## src/rtl/stump_control.sv

```systemverilog
// Stump sequencing/decode controller: FETCH -> EXECUTE (-> MEMORY), condition codes, branch evaluation.
// Optional memory wait states are enabled by defining STUMP_CTRL_MEM_WAIT_EN.
module stump_control (
  input  logic        clk,
  input  logic        rst_n,
  input  logic [15:0] ir,
  input  logic [3:0]  alu_flags,
  input  logic        mem_ready,
  output logic        state_fetch,
  output logic        state_execute,
  output logic        state_memory,
  output logic        ir_en,
  output logic        pc_inc,
  output logic        pc_wr,
  output logic        reg_wr,
  output logic        mem_rd,
  output logic        mem_wr,
  output logic [2:0]  alu_func,
  output logic        alu_c_in,
  output logic [3:0]  cc,
  output logic        branch_taken
);

  typedef enum logic [1:0] {
    S_FETCH   = 2'd0,
    S_EXECUTE = 2'd1,
    S_MEMORY  = 2'd2
  } state_e;

  state_e      state_q, state_d;
  logic [3:0]  cc_q, cc_d;
  logic        done_s;
  logic [2:0]  opcode_s;
  logic        unused_s;

  // Odd condition codes are the complement of the even code below them.
  function automatic logic cond_eval(input logic [3:0] c, input logic [3:0] f);
    logic r;
    case (c[3:1])
      3'd0:    r = 1'b1;
      3'd1:    r = ~f[0] & ~f[2];
      3'd2:    r = ~f[0];
      3'd3:    r = ~f[2];
      3'd4:    r = ~f[1];
      3'd5:    r = ~f[3];
      3'd6:    r = (f[3] == f[1]);
      3'd7:    r = ~f[2] & (f[3] == f[1]);
      default: r = 1'b0;
    endcase
    return r ^ c[0];
  endfunction

`ifdef STUMP_CTRL_MEM_WAIT_EN
  assign done_s = mem_ready;
`else
  assign done_s = 1'b1;
`endif

  assign opcode_s = ir[15:13];
  assign unused_s = &{1'b0, ir[12], ir[7:0], mem_ready};

  // Next-state, condition-code and strobe decode.
  always_comb begin
    state_d      = state_q;
    cc_d         = cc_q;
    ir_en        = 1'b0;
    pc_inc       = 1'b0;
    pc_wr        = 1'b0;
    reg_wr       = 1'b0;
    mem_rd       = 1'b0;
    mem_wr       = 1'b0;
    alu_func     = 3'd0;
    branch_taken = 1'b0;
    case (state_q)
      S_FETCH: begin
        mem_rd = 1'b1;
        ir_en  = done_s;
        pc_inc = done_s;
        if (done_s) state_d = S_EXECUTE;
        else        state_d = S_FETCH;
      end
      S_EXECUTE: begin
        case (opcode_s)
          3'd6: state_d = S_MEMORY;
          3'd7: begin
            branch_taken = cond_eval(ir[11:8], cc_q);
            pc_wr        = branch_taken;
            state_d      = S_FETCH;
          end
          default: begin
            alu_func = opcode_s;
            reg_wr   = 1'b1;
            if (ir[11]) cc_d = alu_flags;
            else        cc_d = cc_q;
            state_d  = S_FETCH;
          end
        endcase
      end
      S_MEMORY: begin
        if (ir[11]) begin
          mem_wr = 1'b1;
        end else begin
          mem_rd = 1'b1;
          reg_wr = done_s;
        end
        if (done_s) state_d = S_FETCH;
        else        state_d = S_MEMORY;
      end
      default: state_d = S_FETCH;
    endcase
  end

  // State and condition-code registers.
  always_ff @(posedge clk or negedge rst_n) begin
    if (!rst_n) begin
      state_q <= S_FETCH;
      cc_q    <= 4'd0;
    end else begin
      state_q <= state_d;
      cc_q    <= cc_d;
    end
  end

  assign state_fetch   = (state_q == S_FETCH);
  assign state_execute = (state_q == S_EXECUTE);
  assign state_memory  = (state_q == S_MEMORY);
  assign cc            = cc_q;
  assign alu_c_in      = cc_q[0];

endmodule

```

## config.mk

```make
export PLATFORM = sky130hd
export DESIGN_NAME = stump_control
export DESIGN_NICKNAME = d
export VERILOG_FILES = /design/src/rtl/stump_control.sv
export SDC_FILE = /design/constraint.sdc
export NUM_CORES = 1
export LEC_CHECK = 0
export CAP_MARGIN = 20
export CELL_PAD_IN_SITES_DETAIL_PLACEMENT = 0
export CELL_PAD_IN_SITES_GLOBAL_PLACEMENT = 1
export CORE_MARGIN = 1.5
export CORE_UTILIZATION = 19
export CTS_CLUSTER_DIAMETER = 40
export CTS_CLUSTER_SIZE = 20
export DETAILED_ROUTE_END_ITERATION = 10
export PLACE_DENSITY = 0.73
export SYNTH_ARGS = -nofsm -noshare
export SYNTH_HDL_FRONTEND = slang
export SYNTH_SLANG_ARGS = --single-unit
```

## constraint.sdc

```tcl
create_clock -name clk -period 1.76 [get_ports clk]
set_input_delay 0.176 -clock clk [delete_from_list [all_inputs] [get_ports clk]]
set_output_delay 0.176 -clock clk [all_outputs]
set_load 0.01 [all_outputs]
```

==> flow_metrics.env <==
export IMPL_die_w_um=51.0
export IMPL_io_pins=41
export IMPL_rsz0062_at_grt="false"
export IMPL_grt_ovfl_total=0
export IMPL_yosysTopAreaCellShare_pct=34.3
export IMPL_cap_viol_max_count=0
export IMPL_worstPathArrival_ns=1.53
export IMPL_post_synth_cell_area_avg_um2=9.73
export IMPL_fillerInstances=230
export IMPL_detail_route_iter0_violations=1
export IMPL_place_worst_setup_slack_ns=-0.448
export IMPL_grt_total_usage_pct=9.61
export IMPL_setup_viol=0
export IMPL_run_status="finished clean"
export IMPL_synth_yosys_warnings=0
export IMPL_timing_critical_path_to_type="output port"
export IMPL_post_synth_main_area_contributors="dfrtp_1, mux2_2, and4bb_1"
export IMPL_cp_common_cell="and4bb_1"
export IMPL_placeableCoreArea_um2=2190
export IMPL_area_leader_netlist="dfrtp_1"
export IMPL_layout_core_utilization_pct=40.2
export IMPL_ff_latch_area_um2=150
export IMPL_synth_seq_cells=6
export IMPL_post_synth_inst_count=45
export IMPL_worst_hold_path_type="in2async"
export IMPL_gp_congestion=0.650
export IMPL_detail_route_first_pass_iterations=2
export IMPL_setup_worst_path_start_class="input port"
export IMPL_clock_path_buffers=2
export IMPL_master_of_the_slowest_instance_on_the_critical_path="clkdlybuf4s50_1"
export IMPL_dp_hpwl_um=940
export IMPL_remaining_drc_errors=0
export IMPL_via_per_inst=4.06
export IMPL_worst_endpoint_required_ns=1.58
export IMPL_cts_bufs_inserted=3
export IMPL_cp_slowest_stage_delay_ns=0.44
export IMPL_port_buffer_count=30
export IMPL_die_height_um=51.0
export IMPL_worstPathBufferInverterCount=2
export IMPL_timing_fmax_mhz=587
export IMPL_cellLeakagePower_nw=0.454
export IMPL_area_delta_synth_final_pct=101
export IMPL_vias=471
export IMPL_multiInputGateArea_um2=268
export IMPL_layout_setup_ws_ns=0.0563
export IMPL_clock_tree_root_cell="clkbuf_4"
export IMPL_fin_skew_ns=0.000470
export IMPL_worst_setup_path_type="in2out"
export IMPL_synth_nets=71
export IMPL_grt_max_degree=7
export IMPL_start_util_pct=20.0
export IMPL_num_nets_final=116
export IMPL_hold_slack_ns=0.176
export IMPL_synth_yosys_seq_area_share_pct=34.3
export IMPL_cts_sinks=6
export IMPL_hold_viol=0
export IMPL_min_period_ns=1.70
export IMPL_number_of_antenna_violations_at_the_first_check_in_global_routing=0
export IMPL_crit_fanout=3
export IMPL_wl_per_cell_um=9.84
export IMPL_cp_top_family="simple AND/OR/NAND/NOR gates"
export IMPL_routed_wl_um=1140
export IMPL_clk_transition_reported_paths_ns=0.04
export IMPL_syn_area_um2=438
export IMPL_total_negative_setup_slacks_ns=0
export IMPL_fp_row_count=17
export IMPL_critical_path_cell_list="clkdlybuf4s50_1 -> and4bb_1 -> nor3_2 -> a21oi_1 -> and4bb_1 -> buf_2"
export IMPL_tritoncts="done"
export IMPL_clk_lat_worst_skew_ns=0.23
export IMPL_slew_violations=0
export IMPL_global_route_wire_length_before_repair_um=1890
export IMPL_timing_max_slew_rel_slack_pct=83.2
export IMPL_post_route_cells_drive_above_1_share_pct=36.4
export IMPL_post_route_period_util_pct=96.8
export IMPL_die_area_um2=2600
export IMPL_first_global_vias=461
export IMPL_power_density_nw_per_um2=1290
export IMPL_htreeDepth=1
export IMPL_detail_route_antenna_nets=0
export IMPL_synth_cell_type_count=21
export IMPL_tightest_slew_ns=0.252
export IMPL_antenna_diode_count=0
export IMPL_vdd_ir_drop_worst_uv=456
==> cell usage in the layout (no fill, tap or decap), types with 2 or more instances in the layout <==
cell type / netlist / layout
nor2_1: 3 / 3
ha_1: 3 / 2
and4bb_1: 3 / 3
nand2_1: 4 / 4
clkdlybuf4s50_1: 0 / 17
buf_2: 0 / 2
dlymetal6s2s_1: 0 / 3
nand3_1: 2 / 2
inv_1: 4 / 4
buf_4: 4 / 14
mux2_2: 4 / 4
dfrtp_1: 6 / 6
clkbuf_4: 0 / 3
dlygate4sd2_1: 0 / 6
==> cell type report <==
| class | instances | share of cell area [%] |
|---|---|---|
| multi-input combinational | 31 | 30.4 |
| sequential | 6 | 17.0 |
| clock buffer | 3 | 2.56 |
| inverter | 4 | 1.70 |
| tap | 28 | 3.98 |
| timing repair buffer | 44 | 44.3 |
==> per-layer routing <==
layer  vias up  part of all wire (%)  GRT usage (%)
li1        239                     -              -
met1       216                    39           9.55
met2        16                    51           17.5
met3         0                    10           2.92
met4         0                     0           5.41
met5         -                     0              0
==> stage by stage <==
stage | cells | cell area [um2] | power (W)
after global routing | 116 | 881 | 0.00122
final | 116 | 881 | 0.00113
after CTS | 116 | 877 | 0.00116
after floorplan | 45 | 438 | 0.000582
after global placement | 112 | 841 | 0.00102
after detailed placement | 112 | 841 | 0.00102
==> synthesized netlist by cell type, drive strengths merged <==
cell / n
a211oi: 1
a21boi: 1
mux2: 4
o21ai: 1
o221ai: 1
nand2: 4
and3: 1
or2: 1
buf: 4
and4bb: 3
and2b: 1
and2: 2
inv: 4
nor2: 3
nor3: 1
dfrtp: 6
a21oi: 1
ha: 3
nand3: 2
o21a: 1
==> repair_timing <==
action,4_1_cts,5_1_grt
hold buffers,0,0
pin swaps,2,4
setup endpoints to repair,8,7
setup buffers,1,0
resized for setup,22,6
==> where the power goes <==
group	internal, W	switching, W
sequential	0.000200	0.0000437
clock	0.0000764	0.0000396
combinational	0.000482	0.000292
total	0.000758	0.000376
==> state kept, by name, summed over array words and instances, names as in the netlist <==
signal / count
cc: 4
state_q: 2
==> worst paths after layout <==
path	start	end	slack, ns	cells past startpoint
hold reg to reg	cc[0]	cc[0]	0.61	2
setup / recovery	ir[9]	branch_taken	0.06	6
hold / removal	rst_n	cc[2]	0.18	1
setup reg to reg	state_q[1]	cc[1]	0.15	7
max in group asynchronous	rst_n	cc[3]	1.38	1
min in group clk	ir[13]	state_q[1]	0.52	2
==> kinds of logic (layout without fill, tap and decap cells) <==
| group | after synthesis | count (layout) | share of synthesized area [%] |
|---|---|---|---|
| AND/OR/NAND/NOR | 18 | 18 | 27.1 |
| adder cells (fa/ha/maj) | 3 | 3 | 8.57 |
| buffers and inverters | 8 | 51 | 10.3 |
| flip-flops | 6 | 6 | 34.3 |
| multiplexers | 4 | 4 | 10.3 |
| AO/OA/AOI/OAI | 6 | 6 | 9.43 |
(Power assumes the default switching activity.)
